==> src/rtl/equiv_stim_sequencer_if.sv <==
// Bundle between the campaign driver, the equivalence sequencer and the
// golden/netlist DUT pair: run request, stimulus, both y buses and results.
interface equiv_stim_sequencer_if #(
  parameter int STIM_W = 62,
  parameter int Y_W    = 192
);
  logic              start;
  logic [STIM_W-1:0] stim;
  logic [Y_W-1:0]    y_gold;
  logic [Y_W-1:0]    y_dut;
  logic              busy;
  logic              done;
  logic              pass;
  logic [15:0]       mism_cnt;
  logic [15:0]       first_fail_idx;
  logic              first_fail_vld;
  logic [31:0]       sig;

  modport master (
    input  start, y_gold, y_dut,
    output stim, busy, done, pass,
    output mism_cnt, first_fail_idx,
    output first_fail_vld, sig
  );

  modport slave (
    output start, y_gold, y_dut,
    input  stim, busy, done, pass,
    input  mism_cnt, first_fail_idx,
    input  first_fail_vld, sig
  );
endinterface

==> src/rtl/equiv_stim_sequencer.sv <==
// LFSR stimulus sequencer and y_gold/y_dut lockstep comparator.
// Define EQV_MISR_EN to build the 32-bit MISR signature of y_dut on sig.
module equiv_stim_sequencer #(
  parameter int          STIM_W   = 62,
  parameter int          Y_W      = 192,
  parameter int unsigned NUM_VECT = 1024,
  parameter int unsigned LAT      = 2,
  parameter logic [63:0] SEED     = 64'hACE1_0000_0000_0001
) (
  input logic                   clk,
  input logic                   rst_n,
  equiv_stim_sequencer_if.master bus
);

  typedef enum logic [1:0] {
    IDLE,
    RUN,
    DRAIN,
    DONE
  } state_t;

  localparam int unsigned NV = (NUM_VECT == 0) ? 1 : NUM_VECT;
  localparam logic [63:0] SEED0 = (SEED == 64'h0) ? 64'h1 : SEED;

  state_t          state;
  logic [63:0]     lfsr;
  logic [31:0]     vidx;
  logic [LAT-1:0]  tag_vld;
  logic [15:0]     tag_idx [LAT];
  logic            fb;
  logic            cmp;
  logic            miss;

  assign fb   = lfsr[63] ^ lfsr[62] ^ lfsr[60] ^ lfsr[59];
  assign cmp  = tag_vld[LAT-1];
  assign miss = cmp && (bus.y_gold != bus.y_dut);

`ifdef EQV_MISR_EN
  function automatic logic [31:0] fold(input logic [Y_W-1:0] y);
    logic [31:0] f;
    f = '0;
    for (int i = 0; i < Y_W / 32; i++)
      f ^= y[i*32 +: 32];
    return f;
  endfunction
`else
  assign bus.sig = '0;
`endif

  always_ff @(posedge clk) begin
    if (!rst_n) begin
      state              <= IDLE;
      bus.stim           <= '0;
      bus.busy           <= 1'b0;
      bus.done           <= 1'b0;
      bus.pass           <= 1'b0;
      bus.mism_cnt       <= '0;
      bus.first_fail_idx <= '0;
      bus.first_fail_vld <= 1'b0;
      lfsr               <= SEED0;
      vidx               <= '0;
      tag_vld            <= '0;
      for (int i = 0; i < int'(LAT); i++)
        tag_idx[i] <= '0;
`ifdef EQV_MISR_EN
      bus.sig            <= '0;
`endif
    end else begin
      bus.done   <= 1'b0;
      tag_vld[0] <= (state == RUN);
      tag_idx[0] <= vidx[15:0];
      for (int i = 1; i < int'(LAT); i++) begin
        tag_vld[i] <= tag_vld[i-1];
        tag_idx[i] <= tag_idx[i-1];
      end

      if (miss) begin
        if (bus.mism_cnt != 16'hFFFF)
          bus.mism_cnt <= bus.mism_cnt + 16'd1;
        if (!bus.first_fail_vld) begin
          bus.first_fail_vld <= 1'b1;
          bus.first_fail_idx <= tag_idx[LAT-1];
        end
      end

`ifdef EQV_MISR_EN
      if (cmp)
        bus.sig <= {bus.sig[30:0], 1'b0}
                 ^ (bus.sig[31] ? 32'h04C1_1DB7 : 32'h0)
                 ^ fold(bus.y_dut);
`endif

      // run-clearing below must win over the compare updates above
      unique case (state)
        IDLE, DONE: begin
          if (bus.start) begin
            state              <= RUN;
            bus.busy           <= 1'b1;
            bus.pass           <= 1'b0;
            bus.mism_cnt       <= '0;
            bus.first_fail_idx <= '0;
            bus.first_fail_vld <= 1'b0;
            lfsr               <= SEED0;
            vidx               <= '0;
`ifdef EQV_MISR_EN
            bus.sig            <= '0;
`endif
          end
        end
        RUN: begin
          bus.stim <= lfsr[STIM_W-1:0];
          lfsr     <= {lfsr[62:0], fb};
          vidx     <= vidx + 32'd1;
          if (vidx == NV - 1)
            state <= DRAIN;
        end
        DRAIN: begin
          if (tag_vld == '0) begin
            state    <= DONE;
            bus.busy <= 1'b0;
            bus.done <= 1'b1;
            bus.pass <= (bus.mism_cnt == 16'd0);
          end
        end
      endcase
    end
  end

endmodule

==> src/flat_wrapper.sv <==
// flat-port wrapper written by rule: the top's interface ports become plain ports
module equiv_stim_sequencer_flat 
#(
  parameter int          STIM_W   = 62,
  parameter int          Y_W      = 192,
  parameter int unsigned NUM_VECT = 1024,
  parameter int unsigned LAT      = 2,
  parameter logic [63:0] SEED     = 64'hACE1_0000_0000_0001
)
  (clk, rst_n, bus_start, bus_y_gold, bus_y_dut, bus_stim, bus_busy, bus_done, bus_pass, bus_mism_cnt, bus_first_fail_idx, bus_first_fail_vld, bus_sig);
  equiv_stim_sequencer_if #(.STIM_W(STIM_W), .Y_W(Y_W)) bus_i ();
  input logic clk;
  input logic rst_n;
  input wire logic [$bits(bus_i.start)-1:0] bus_start;
  input wire logic [$bits(bus_i.y_gold)-1:0] bus_y_gold;
  input wire logic [$bits(bus_i.y_dut)-1:0] bus_y_dut;
  output wire logic [$bits(bus_i.stim)-1:0] bus_stim;
  output wire logic [$bits(bus_i.busy)-1:0] bus_busy;
  output wire logic [$bits(bus_i.done)-1:0] bus_done;
  output wire logic [$bits(bus_i.pass)-1:0] bus_pass;
  output wire logic [$bits(bus_i.mism_cnt)-1:0] bus_mism_cnt;
  output wire logic [$bits(bus_i.first_fail_idx)-1:0] bus_first_fail_idx;
  output wire logic [$bits(bus_i.first_fail_vld)-1:0] bus_first_fail_vld;
  output wire logic [$bits(bus_i.sig)-1:0] bus_sig;
  assign bus_i.start = bus_start;
  assign bus_i.y_gold = bus_y_gold;
  assign bus_i.y_dut = bus_y_dut;
  assign bus_stim = bus_i.stim;
  assign bus_busy = bus_i.busy;
  assign bus_done = bus_i.done;
  assign bus_pass = bus_i.pass;
  assign bus_mism_cnt = bus_i.mism_cnt;
  assign bus_first_fail_idx = bus_i.first_fail_idx;
  assign bus_first_fail_vld = bus_i.first_fail_vld;
  assign bus_sig = bus_i.sig;
  equiv_stim_sequencer #(.STIM_W(STIM_W), .Y_W(Y_W), .NUM_VECT(NUM_VECT), .LAT(LAT), .SEED(SEED)) u_core (.clk(clk), .rst_n(rst_n), .bus(bus_i));
endmodule
==> config.mk <==
export PLATFORM = sky130hd
export DESIGN_NAME = equiv_stim_sequencer_flat
export DESIGN_NICKNAME = d
export VERILOG_FILES = /design/src/rtl/equiv_stim_sequencer_if.sv /design/src/rtl/equiv_stim_sequencer.sv /design/src/flat_wrapper.sv
export SDC_FILE = /design/constraint.sdc
export NUM_CORES = 1
export LEC_CHECK = 0
export BUFFER_PORTS_ARGS = -buffer_cell sky130_fd_sc_hd__buf_2
export CORE_AREA = 2 2 203 205
export DETAILED_ROUTE_END_ITERATION = 10
export DIE_AREA = 0 0 205 207
export PLACE_DENSITY = 0.62
export SLEW_MARGIN = 20
export SYNTH_ARGS = -nofsm -noshare
export SYNTH_HDL_FRONTEND = slang
export SYNTH_SLANG_ARGS = --single-unit
==> constraint.sdc <==
create_clock -name clk -period 2.87 [get_ports clk]
set_input_delay 0.287 -clock clk [delete_from_list [all_inputs] [get_ports clk]]
set_output_delay 0.287 -clock clk [all_outputs]
set_load 0.02 [all_outputs]
### After elaboration in Yosys (flattened, before gate mapping)

Memory sizes are Yosys's and may differ from the RTL's.
Cells that the tools add are included.
W data, S select, Z words.

* bitwise logic cells: 5
* equality and inequality tests: 9
* reductions and logical operators: 11
* muxes and demuxes: 30
* add/subtract/negate cells: 2

Operator list (count)
* $ne A192 B192 Y1: 1
* $mux W16: 10
* $pmux W64 S2: 1
* $mux W64: 1
* $pmux W32 S2: 1
* $add A32 B1 Y32 const B: 1
* $eq A32 B10 Y1 const B: 1
* $mux W32: 1
* $add A16 B1 Y16 const B: 1
* $logic_not A16 Y1: 1
* $ne A16 B16 Y1 const B: 1
* $mux W1: 10
* $mux W2: 3
* $pmux W2 S3: 1
* $reduce_and A3 Y1: 2
* $eq A2 B2 Y1 const B: 2
* $logic_not A2 Y1: 2
* $ne A2 B2 Y1 const B: 2
* $pmux W1 S2: 2
* $reduce_and A2 Y1: 2
* $reduce_bool A2 Y1: 2
* $xor A1 B1 Y1: 3
* $eq A2 B1 Y1 const B: 1
* $ne A2 B1 Y1 const B: 1
* other kinds (3): 4

* output and inout bits: 130
* memories: 1
* flip-flop bits (word level): 198
* RAM bits: 32
* word-level logic and storage cells: 69

Memory list
* u_core.tag_idx: depth 2, width 16, rd ports 2, clocked after Yosys merged registers in 0, wr ports 2, RTL line equiv_stim_sequencer.sv:29 `logic [15:0] tag_idx [LAT];`

### Depth between registers and ports, before layout

Gate-level depths: netlist of the first run.

* word-level depth: 5
* depth in mapped cells: 11
* gate-level depth less buffers: 9

### Worst setup path before layout of the first run

Ideal clock, no wire load.

* kind: register to register
* from: reg u_core.state[0]
* to: reg u_core.vidx[26]
* arrival: 2302 ps
* library setup time: 71 ps
* data required time: 2799 ps
* period minus slack after synthesis: 2373 ps
* cell stages (with the launch flop): 11
* setup slack: 497 ps
* buffers on the path: 2
* path through: dfxtp_1 -> inv_1 -> ha_1 -> buf_4 -> mux2i_2 -> nor4_4 -> nand3_2 -> or2_1 -> clkbuf_2 -> or3_1 -> a21oi_1

* word-level cells in the longest chain between the ends: 4
* elaborated cells on any way between the ends: 8
* those cells by class: eq/ne (3); mux (1); reduce/logical (4)

RTL lines
* from (decl): RTL line equiv_stim_sequencer.sv:25 `state_t state;`
* from (signal assigned): RTL line equiv_stim_sequencer.sv:52 `state <= IDLE;`
* from (signal assigned): RTL line equiv_stim_sequencer.sv:97 `state <= RUN;`
* from (signal assigned): RTL line equiv_stim_sequencer.sv:115 `state <= DRAIN;`
* $eq A2 B2 Y1 / $logic_not A2 Y1 (equally long branches): RTL line equiv_stim_sequencer.sv:94 `unique case (state)`
* $reduce_or A2 Y1: RTL line equiv_stim_sequencer.sv:94
* $ne A2 B2 Y1 (no line) / $reduce_bool A2 Y1 (equally long branches)
* $reduce_and A2 Y1 (no line)
* to (signal assigned): RTL line equiv_stim_sequencer.sv:113 `vidx <= vidx + 32'd1;`
* to (decl): RTL line equiv_stim_sequencer.sv:27 `logic [31:0] vidx;`

Several ways; a longest one is shown, not always the timed one.
A chain may end at the register's enable or synchronous reset.

### Worst setup path in the final report of the first run

* from: reg u_core.state[0]
* to: reg u_core.lfsr[48]

* word-level cells in the longest chain between the ends: 4
* elaborated cells on any way between the ends: 8
* those cells by class: eq/ne (3); mux (1); reduce/logical (4)

RTL lines
* $eq A2 B2 Y1 / $logic_not A2 Y1 (equally long branches): RTL line equiv_stim_sequencer.sv:94
* $reduce_or A2 Y1: RTL line equiv_stim_sequencer.sv:94
* $ne A2 B2 Y1 (no line) / $reduce_bool A2 Y1 (equally long branches)
* $reduce_and A2 Y1 (no line)
* to (signal assigned): RTL line equiv_stim_sequencer.sv:112 `lfsr <= {lfsr[62:0], fb};`
* to (decl): RTL line equiv_stim_sequencer.sv:26 `logic [63:0] lfsr;`

Several ways; a longest one is shown, not always the timed one.

==> results.py, run 1 <==
metrics = {
    "job": {
        "drv_cap": 0,
    },
    "placed_design": {
        "routabilityCongestion": 1.03,
        "dpl_cell_area_um2": 14000,
        "post-place-cells": 2138,
        "dp_hpwl_um": 40600,
        "place_ws_ns": -0.220,
        "portBuffers": 484,
    },
    "pwr": {
        "p_total_mw": 9.28,
        "power.density_nw_per_um2": 623,
        "cellLeakagePower_nw": 6.50,
        "vdd_drop_max_v": 0.000447,
    },
    "timing": {
        "slew_headroom_pct": 27.0,
        "skew_ns": 0.0382,
        "whs_ns": 0.218,
        "fin_ws_ns": 0.238,
        "worst_slew_pin_slew_ns": 1.09,
        "setup_viol": 0,
        "fmax_mhz": 380,
        "period_share_pct": 91.7,
        "report.final.slew_viol_count": 0,
        "rsz0062_at_grt": "false",
        "period_minus_slack_ns": 2.63,
        "hold_violations": 0,
    },
    "synthesis": {
        "netlist_instances": 1155,
        "synth_compound_area_share_pct": 6.78,
        "yosys.area_share.adder_pct": 0.681,
        "synthMuxAreaShare_pct": 7.57,
        "synth_top_flop_cell": "dfxtp_1",
        "synth-edff-count": 0,
        "synth-simple-area-share_pct": 21.1,
        "avgSynthCellArea_um2": 9.54,
        "ys_ff_latch": 230,
        "synth_xor_area_share_pct": 17.6,
        "synthArstFlopShare_pct": 0,
        "netlist_area_um2": 11000,
        "ys_seq_area_share_pct": 41.8,
        "synth_top_family_by_area": "simple AND/OR/NAND/NOR gates",
        "synth_cell_types": 52,
        "ys_warn_count": 0,
    },
    "die": {
        "die_w_um": 205,
        "die-area_um2": 42400,
        "rows": 74,
        "start_util_pct": 27.3,
        "coreArea_um2": 40400,
        "die_height_um": 207,
        "ios": 517,
    },
    "finish": {
        "final_area_um2": 14900,
        "layout-drive-gt1-share_pct": 33.6,
        "synthToLayoutAreaGrowth_pct": 35.1,
        "post_layout_nonfiller_instances": 2186,
        "fin_nets": 2028,
        "fillers": 4196,
    },
    "clock_tree": {
        "clk_path_buf_depth": 3,
        "cts_buffers": 26,
        "cts-root-buf": "clkbuf_16",
        "post_cts_buffers": 0,
        "htreeDepth": 1,
        "cts_tree": "done",
        "cts.sinks": 230,
        "clock_latency_ns": 0.55,
        "clk_pin_slew_worst_paths_ns": 0.06,
    },
    "global_route": {
        "grt_max_degree": 82,
        "antenna_found_initial": 10,
        "grt_pass1_wl_um": 66800,
        "grt-ovfl-total": 0,
        "grt_usage_pct": 21.5,
        "grt_pass1_vias": 9894,
    },
    "critical_path": {
        "required_ns": 3.31,
        "slowest_stage": "nor2_4",
        "crit_arrival_ns": 3.07,
        "endpoint": "u_core.lfsr[48]",
        "start_kind": "register",
        "cp.depth": 6,
        "r2r-end": "u_core.lfsr[48]",
        "path_class": "register to register",
        "cp_slowest_stage_delay_ns": 0.80,
        "critPathLaunch": "u_core.state[0]",
        "worstPathMaxFanout": 44,
        "r2r_setup_slack_ns": 0.24,
        "worst-r2r-cell-count": 6,
        "worstReg2RegStart": "u_core.state[0]",
        "path_cells": "inv_1, ha_1, nor2b_1, nor2_4, nand2_1, o22a_1",
        "crit_family": "simple AND/OR/NAND/NOR gates",
        "endpoint_kind": "register",
        "critPathBufInv": 1,
    },
    "detailed_routing": {
        "wirelength_um": 47500,
        "ant_nets": 0,
        "viasPerCell": 4.57,
        "drc": 0,
        "firstDrtPassIters": 5,
        "wl_per_cell_um": 21.7,
        "via_count": 9987,
        "first_iter_violations": 568,
    },
    "worst_hold_path": {
        "hold_path.class": "input port to register",
    },
    "run_status": {
        "status": "completed",
    },
}
Yosys cell counts (all sizes together), types with 4 or more instances:
| master | number | area, um2 |
|---|---|---|
| dfxtp | 230 | 4600 |
| buf | 44 | 298 |
| ha | 6 | 75.1 |
| and2 | 43 | 269 |
| or4 | 8 | 60.1 |
| and4 | 4 | 35.0 |
| xnor2 | 11 | 96.3 |
| nand2 | 72 | 270 |
| mux2i | 83 | 835 |
| o22a | 6 | 52.6 |
| o21ai | 17 | 85.1 |
| and3 | 10 | 62.6 |
| nand4 | 23 | 144 |
| inv | 10 | 37.5 |
| a21oi | 9 | 45.0 |
| nor2 | 46 | 175 |
| nand3 | 22 | 115 |
| nor3 | 5 | 25.0 |
| clkbuf | 40 | 151 |
| nor4 | 63 | 415 |
| nor2b | 107 | 669 |
| a22oi | 43 | 323 |
| xor2 | 211 | 1850 |
| a22o | 13 | 114 |
kinds of logic (layout without fill, tap and decap cells):
kind of cell             Yosys count  in the layout
AO/OA/AOI/OAI                    104            104
XOR/XNOR                         222            222
adder cells (fa/ha/maj)            6              6
buffers and inverters             94            558
flip-flops                       230            230
multiplexers                      83             83
other                              1             36
AND/OR/NAND/NOR                  415            415
tightest hold or removal path, delay by kind of cell:
family          cells  cell delay, ns
compound gates      2            0.19
buf+inv             1            0.14
simple gates        1            0.11
worst min-delay path by stage:
| stage | endpoint | slack, ns | cells after the start | startpoint |
|---|---|---|---|---|
| global route | u_core.bus.busy | 0.24 | 4 | bus_start |
| floorplan | u_core.tag_idx[0][16] | 0.41 | 1 | u_core.tag_idx[0][0] |
| global placement | u_core.tag_idx[0][29] | 0.42 | 1 | u_core.tag_idx[0][13] |
| finish | u_core.bus.busy | 0.22 | 4 | bus_start |
| detailed placement | u_core.tag_idx[0][25] | 0.42 | 1 | u_core.tag_idx[0][9] |
| CTS | u_core.bus.busy | 0.20 | 4 | bus_start |
per-layer routing:
metal	vias to the layer above	routed length [um]	GRT usage [%]
met4	8	561	3.72
met3	45	3000	3.95
li1	4879	-	-
met2	299	21600	34.7
met1	4756	22300	30.2
met5	-	62	0
report_power, final:
| part | switching [mW] | total, mW | internal [mW] |
|---|---|---|---|
| clock | 1.33 | 3.48 | 2.15 |
| combinational | 1.46 | 2.34 | 0.881 |
| sequential | 0.122 | 3.47 | 3.34 |
cell type report:
type	instances	area, um2	area share, %
Antenna cell	4	10.0	0.0672
Clock buffer	32	683	4.59
Clock inverter	11	219	1.47
Inverter	10	37.5	0.252
Multi-Input combinational cell	862	6080	40.8
Sequential cell	230	4600	30.9
Tap cell	532	666	4.47
Timing Repair Buffer	505	2600	17.4
registers in the layout, summed over array words and instances, names as in the netlist:
register and count:
u_core.bus.mism_cnt 16, u_core.vidx 32, u_core.lfsr 64, u_core.tag_idx 32
u_core.bus.busy 1, u_core.bus.pass 1, u_core.bus.first_fail_idx 16, u_core.state 2
u_core.bus.first_fail_vld 1, u_core.tag_vld 2, u_core.bus.done 1, u_core.bus.stim 62
metrics by stage:
stage                     utilization, %  setup TNS (ns)
after floorplan                        -               0
after global placement              34.6           -2.95
after detailed placement            34.6           -3.29
after CTS                           36.9               0
after global routing                36.9               0
final                               36.9               0
cells in the final DEF (no fill, tap or decap), drive strengths merged, types with 9 or more instances in the layout:
cell type / count
mux2i: 83
clkbuf: 32
a22oi: 43
and2: 43
and3: 10
inv: 11
a22o: 13
buf: 504
nand2: 72
nor4: 63
conb: 32
nor2: 46
xor2: 211
nand4: 23
o21ai: 17
dfxtp: 230
nor2b: 107
nand3: 22
xnor2: 11
a21oi: 9
timing repair:
action                                 in CTS  in global routing
hold buffers                                1                  0
gates resized for setup                     0                  0
endpoints found under the hold margin       1                  0
Note: power is estimated with default switching activity, not from simulation.
==> inputs of run 2 (changes only) <==
Settings changed: MAX_ROUTING_LAYER set to met4.
==> run 2 against run 1 <==
Effect of this change:
- final cell count shrank 0.14%
- die area is the same
- utilization shrank 0.29 points
- wire length grew 0.40%
- power shrank 4.4%
- sequential power is essentially flat
- sequential share of layout area grew 0.25 points
- critical endpoint is now u_core.vidx[31]
- highest routed layer is now met4
==> results.py, run 2 (same netlist as run 1, synthesis figures left out) <==
metrics = {
    "worst_hold_path": {
        "hold-path-cell-count": 2,
        "hold_path.class": "input port to register",
        "min_to": "u_core.lfsr[53]",
        "hp-start": "rst_n",
    },
    "clock_tree": {
        "post_cts_buffers": 0,
        "cts-resized-gates": 0,
        "cts.sinks": 230,
        "cts_hold_buffers": 0,
        "cts_buffers": 24,
        "cts-root-buf": "clkbuf_16",
        "clock_latency_ns": 0.53,
        "cts_tree": "done",
        "clk_path_buf_depth": 3,
        "htreeDepth": 1,
        "clk_pin_slew_worst_paths_ns": 0.06,
    },
    "detailed_routing": {
        "wirelength_um": 47700,
        "viasPerCell": 4.52,
        "firstDrtPassIters": 5,
        "drc": 0,
        "via_count": 9858,
        "ant_nets": 0,
        "wl_per_cell_um": 21.9,
        "first_iter_violations": 510,
    },
    "timing": {
        "fmax_mhz": 384,
        "skew_ns": 0.0304,
        "rsz0062_at_grt": "false",
        "worst_slew_pin_slew_ns": 1.03,
        "slew_headroom_pct": 31.2,
        "setup_viol": 0,
        "report.final.slew_viol_count": 0,
        "hold_violations": 0,
        "period_share_pct": 90.8,
        "period_minus_slack_ns": 2.61,
    },
    "global_route": {
        "grt-ovfl-total": 0,
        "antenna_found_initial": 5,
        "grt_max_degree": 129,
        "grt_pass1_vias": 9903,
        "grt_pass1_wl_um": 67900,
        "grt_usage_pct": 22.5,
    },
    "pwr": {
        "p_comb_share_pct": 26.2,
        "vdd_drop_max_v": 0.000480,
        "p_int_mw": 6.01,
        "p_sw_mw": 2.86,
        "cellLeakagePower_nw": 6.45,
        "power.density_nw_per_um2": 600,
        "seqPwrFrac_pct": 39.0,
        "p_total_mw": 8.87,
        "clock_power_share_pct": 34.8,
        "p_sw_share_pct": 32.3,
    },
    "die": {
        "start_util_pct": 27.3,
        "rows": 74,
        "die_w_um": 205,
        "ios": 517,
        "die_height_um": 207,
        "die-area_um2": 42400,
        "coreArea_um2": 40400,
    },
    "critical_path": {
        "required_ns": 3.26,
        "path_class": "register to register",
        "worstReg2RegStart": "u_core.state[0]",
        "endpoint_kind": "register",
        "worst-r2r-cell-count": 8,
        "r2r-end": "u_core.vidx[31]",
        "start_kind": "register",
        "r2r_setup_slack_ns": 0.26,
        "crit_arrival_ns": 3.00,
        "worstPathMaxFanout": 8,
    },
    "placed_design": {
        "portBuffers": 484,
        "dpl_cell_area_um2": 14000,
        "routabilityCongestion": 1.02,
        "dp_hpwl_um": 40800,
    },
    "finish": {
        "fin_util_pct": 36.6,
        "regMostFlops": "u_core.lfsr",
        "layout-drive-gt1-share_pct": 33.7,
        "final_common_cell": "buf_2",
        "final_area_um2": 14800,
        "synthToLayoutAreaGrowth_pct": 34.1,
        "fin_nets": 2023,
        "largest_reg_flops": 64,
        "fillers": 4187,
        "final_cell_mix": "buf_2 (483), dfxtp_1 (230), xor2_1 (211)",
        "largest_registers": "u_core.lfsr: 64 flops, u_core.bus.stim: 62 flops",
    },
    "job": {
        "drv_cap": 0,
    },
    "run_status": {
        "status": "completed",
    },
}
-- run 2: worst max-delay path by stage --
stage	start	endpoint	slack, ns	cells past startpoint
after floorplan	u_core.state[0]	u_core.vidx[26]	0.50	10
after global placement	bus_y_dut[96]	u_core.bus.first_fail_idx[9]	-0.19	10
after detailed placement	bus_y_dut[96]	u_core.bus.first_fail_idx[5]	-0.25	10
after CTS	u_core.state[0]	u_core.lfsr[58]	0.24	6
after global routing	u_core.state[0]	u_core.lfsr[54]	0.02	6
final	u_core.state[0]	u_core.vidx[31]	0.26	8
-- run 2: area by class of cell --
class,instances,area [um2],share of cell area (%)
tap,532,666,4.51
timing repair buffer,502,2570,17.4
inverter,10,37.5,0.254
multi-input combinational,862,6080,41.1
clock inverter,8,75.1,0.508
clock buffer,36,736,4.98
sequential,230,4600,31.2
antenna,3,7.51,0.0508
-- run 2: worst max-delay path, stage by stage (launching register included) --
cell	delay, ns
dfxtp_1	0.42
inv_1	0.07
ha_1	0.42
mux2i_4	0.25
nor4_2	0.46
nand3_1	0.19
or4_1	0.44
xor2_1	0.15
nor2_1	0.05
-- run 2: per-layer routing --
metal | share of wire [%] | vias up | global-route usage (%) | routed length, um
li1 | - | 4852 | - | -
met3 | 6.1 | 26 | 4.15 | 2900
met4 | 0.90 | 0 | 2.80 | 429
met1 | 47 | 4688 | 30.8 | 22600
met2 | 46 | 292 | 35.4 | 21700
met5 | 0 | - | - | 0
-- run 2: metrics by stage --
stage	worst slack [ns]	TNS, ns	hold WS (ns)	instances
2_1_floorplan	0.497	0	0.412	1186
3_5_place_dp	-0.252	-3.56	0.418	2136
3_3_place_gp	-0.189	-3.01	0.417	2136
6_report	0.263	0	0.0564	2183
4_1_cts	0.241	0	0.0280	2180
5_1_grt	0.0187	0	0.0666	2183
-- run 2: power by group through the flow --
stage               registers [mW]  clock network, mW  logic [mW]
floorplan                     3.57                  0        1.42
global placement              3.53                  0        2.31
detailed placement            3.53                  0        2.32
CTS                           3.46               3.17        2.33
global route                  3.48               3.30        2.53
finish                        3.46               3.09        2.32
==> inputs of run 3 (changes only) <==
Settings changed: PLACE_DENSITY 0.62 to not set, PLACE_DENSITY_LB_ADDON set to 0.05.
==> run 3 against run 2 <==
Effect of this change:
- sequential power barely moved
- combinational power up 5%
- non-clock buffer count grew 7
- via count increased by 0.90%
- worst setup slack improved by 0.022 ns
- wire length grew 6.1%
- critical endpoint is now u_core.vidx[26]
- clock skew is 0.0074 ns lower
- clock-buffer cell count down 2
- clock power rose by 16%
- sequential share of layout area shrank 0.38 points
- flip-flop and latch count stayed put
- critical path depth is the same
- critical path type unchanged
==> results.py, run 3 (same netlist as run 1, synthesis figures left out) <==
metrics = {
    "run_status": {
        "status": "completed",
    },
    "critical_path": {
        "cp_slowest_stage_delay_ns": 0.42,
        "r2r_setup_slack_ns": 0.28,
        "start_kind": "register",
        "worst-r2r-cell-count": 8,
        "slowest_stage": "dfxtp_1",
        "crit_arrival_ns": 3.06,
        "path_class": "register to register",
        "r2r-end": "u_core.vidx[26]",
        "worstReg2RegStart": "u_core.state[0]",
        "endpoint_kind": "register",
        "required_ns": 3.34,
        "worstPathMaxFanout": 8,
        "path_cells": "inv_1, ha_1, mux2i_4, nor4_4, nand3_2, or2_1, or3_1, a21oi_1",
    },
    "timing": {
        "skew_ns": 0.0230,
        "whs_ns": 0.0665,
        "period_share_pct": 90.1,
        "rsz0062_at_grt": "false",
        "fmax_mhz": 387,
        "period_minus_slack_ns": 2.59,
        "report.final.slew_viol_count": 0,
        "setup_viol": 0,
        "slew_headroom_pct": 48.1,
        "worst_slew_pin_slew_ns": 0.771,
        "hold_violations": 0,
    },
    "die": {
        "die_w_um": 205,
        "ios": 517,
        "rows": 74,
        "start_util_pct": 27.3,
        "coreArea_um2": 40400,
        "die-area_um2": 42400,
        "die_height_um": 207,
    },
    "pwr": {
        "p_comb_share_pct": 25.6,
        "p_int_mw": 6.45,
        "seqPwrFrac_pct": 36.5,
        "clock_power_share_pct": 37.8,
        "vdd_drop_max_v": 0.000402,
        "cellLeakagePower_nw": 6.54,
        "power.density_nw_per_um2": 635,
        "p_sw_mw": 3.04,
        "p_sw_share_pct": 32.0,
        "p_total_mw": 9.49,
    },
    "finish": {
        "final_cell_mix": "buf_2 (483), dfxtp_1 (230), xor2_1 (211)",
        "regMostFlops": "u_core.lfsr",
        "synthToLayoutAreaGrowth_pct": 35.7,
        "layout-drive-gt1-share_pct": 34.3,
        "fillers": 4294,
        "largest_registers": "u_core.lfsr: 64 flops, u_core.bus.stim: 62 flops",
        "final_common_cell": "buf_2",
        "regArea_um2": 4600,
        "multi_input_area_um2": 6080,
        "largest_reg_flops": 64,
        "fin_nets": 2033,
    },
    "clock_tree": {
        "clock_latency_ns": 0.55,
        "htreeDepth": 1,
        "clk_path_buf_depth": 3,
        "post_cts_buffers": 0,
        "cts_buffers": 27,
        "cts_hold_buffers": 0,
        "cts-root-buf": "clkbuf_16",
        "cts.sinks": 230,
        "cts-resized-gates": 0,
        "clk_pin_slew_worst_paths_ns": 0.06,
        "cts_tree": "done",
    },
    "detailed_routing": {
        "viasPerCell": 4.52,
        "drc": 0,
        "wl_per_cell_um": 23.0,
        "wl_met1_um": 24200,
        "wl_met3_um": 3130,
        "wirelength_um": 50600,
        "first_iter_violations": 460,
        "ant_nets": 0,
        "top_layer": "met4",
        "firstDrtPassIters": 5,
        "met2_length_um": 22600,
        "via_count": 9947,
    },
    "job": {
        "drv_cap": 0,
    },
    "worst_hold_path": {
        "hold-path-cell-count": 2,
        "hp-start": "rst_n",
        "hold_path.class": "input port to register",
        "min_to": "u_core.lfsr[61]",
    },
    "global_route": {
        "grt_pass1_vias": 9955,
        "grt_max_degree": 52,
        "grt_usage_pct": 23.8,
        "grt-ovfl-total": 0,
        "grt_pass1_wl_um": 71100,
        "antenna_found_initial": 11,
    },
    "placed_design": {
        "portBuffers": 484,
        "routabilityCongestion": 1.04,
        "dp_hpwl_um": 42500,
    },
}
==> run 3: worst max-delay path by stage <==
stage	to	startpoint
2_1_floorplan	u_core.vidx[26]	u_core.state[0]
3_3_place_gp	u_core.bus.first_fail_idx[14]	bus_y_dut[23]
3_5_place_dp	u_core.bus.first_fail_idx[4]	bus_y_dut[23]
4_1_cts	u_core.vidx[30]	u_core.state[0]
5_1_grt	u_core.vidx[26]	u_core.state[0]
6_report	u_core.vidx[26]	u_core.state[0]
==> run 3: area by class of cell <==
cell class	instances	share of cell area (%)
Antenna cell	9	0.151
Clock buffer	34	4.96
Clock inverter	16	1.31
Inverter	10	0.251
Multi-Input combinational cell	862	40.6
Sequential cell	230	30.8
Tap cell	532	4.45
Timing Repair Buffer	509	17.5
==> run 3: power groups by stage <==
| stage | Clock [mW] | Sequential, mW | Combinational, mW |
|---|---|---|---|
| global placement | 0 | 3.54 | 2.47 |
| global route | 3.86 | 3.49 | 2.66 |
| finish | 3.59 | 3.47 | 2.43 |
| detailed placement | 0 | 3.54 | 2.46 |
| CTS | 3.72 | 3.47 | 2.47 |
| floorplan | 0 | 3.57 | 1.42 |
==> run 3: per-layer routing <==
metal	vias to the layer above	GRT usage, %
met1	4719	33.4
met2	285	36.0
met3	45	4.37
met4	0	4.19
li1	4898	-
met5	-	-
==> run 3: worst max-delay path, delay by kind of cell, from the launching register on <==
family | cells | cell delay [ns]
compound gates | 1 | 0.14
flops | 1 | 0.42
buf+inv | 1 | 0.07
fa+ha+maj | 1 | 0.35
mux | 1 | 0.25
simple gates | 4 | 1.29
==> run 3: stage by stage <==
stage	setup TNS (ns)	instances	util [%]	instance area [um2]	setup slack [ns]
global route	0	2200	37.0	15000	0.0804
finish	0	2202	37.1	15000	0.285
floorplan	0	1186	-	11100	0.497
global placement	-2.43	2143	34.7	14000	-0.122
detailed placement	-0.544	2143	34.7	14000	-0.0424
CTS	0	2193	37.0	14900	0.240
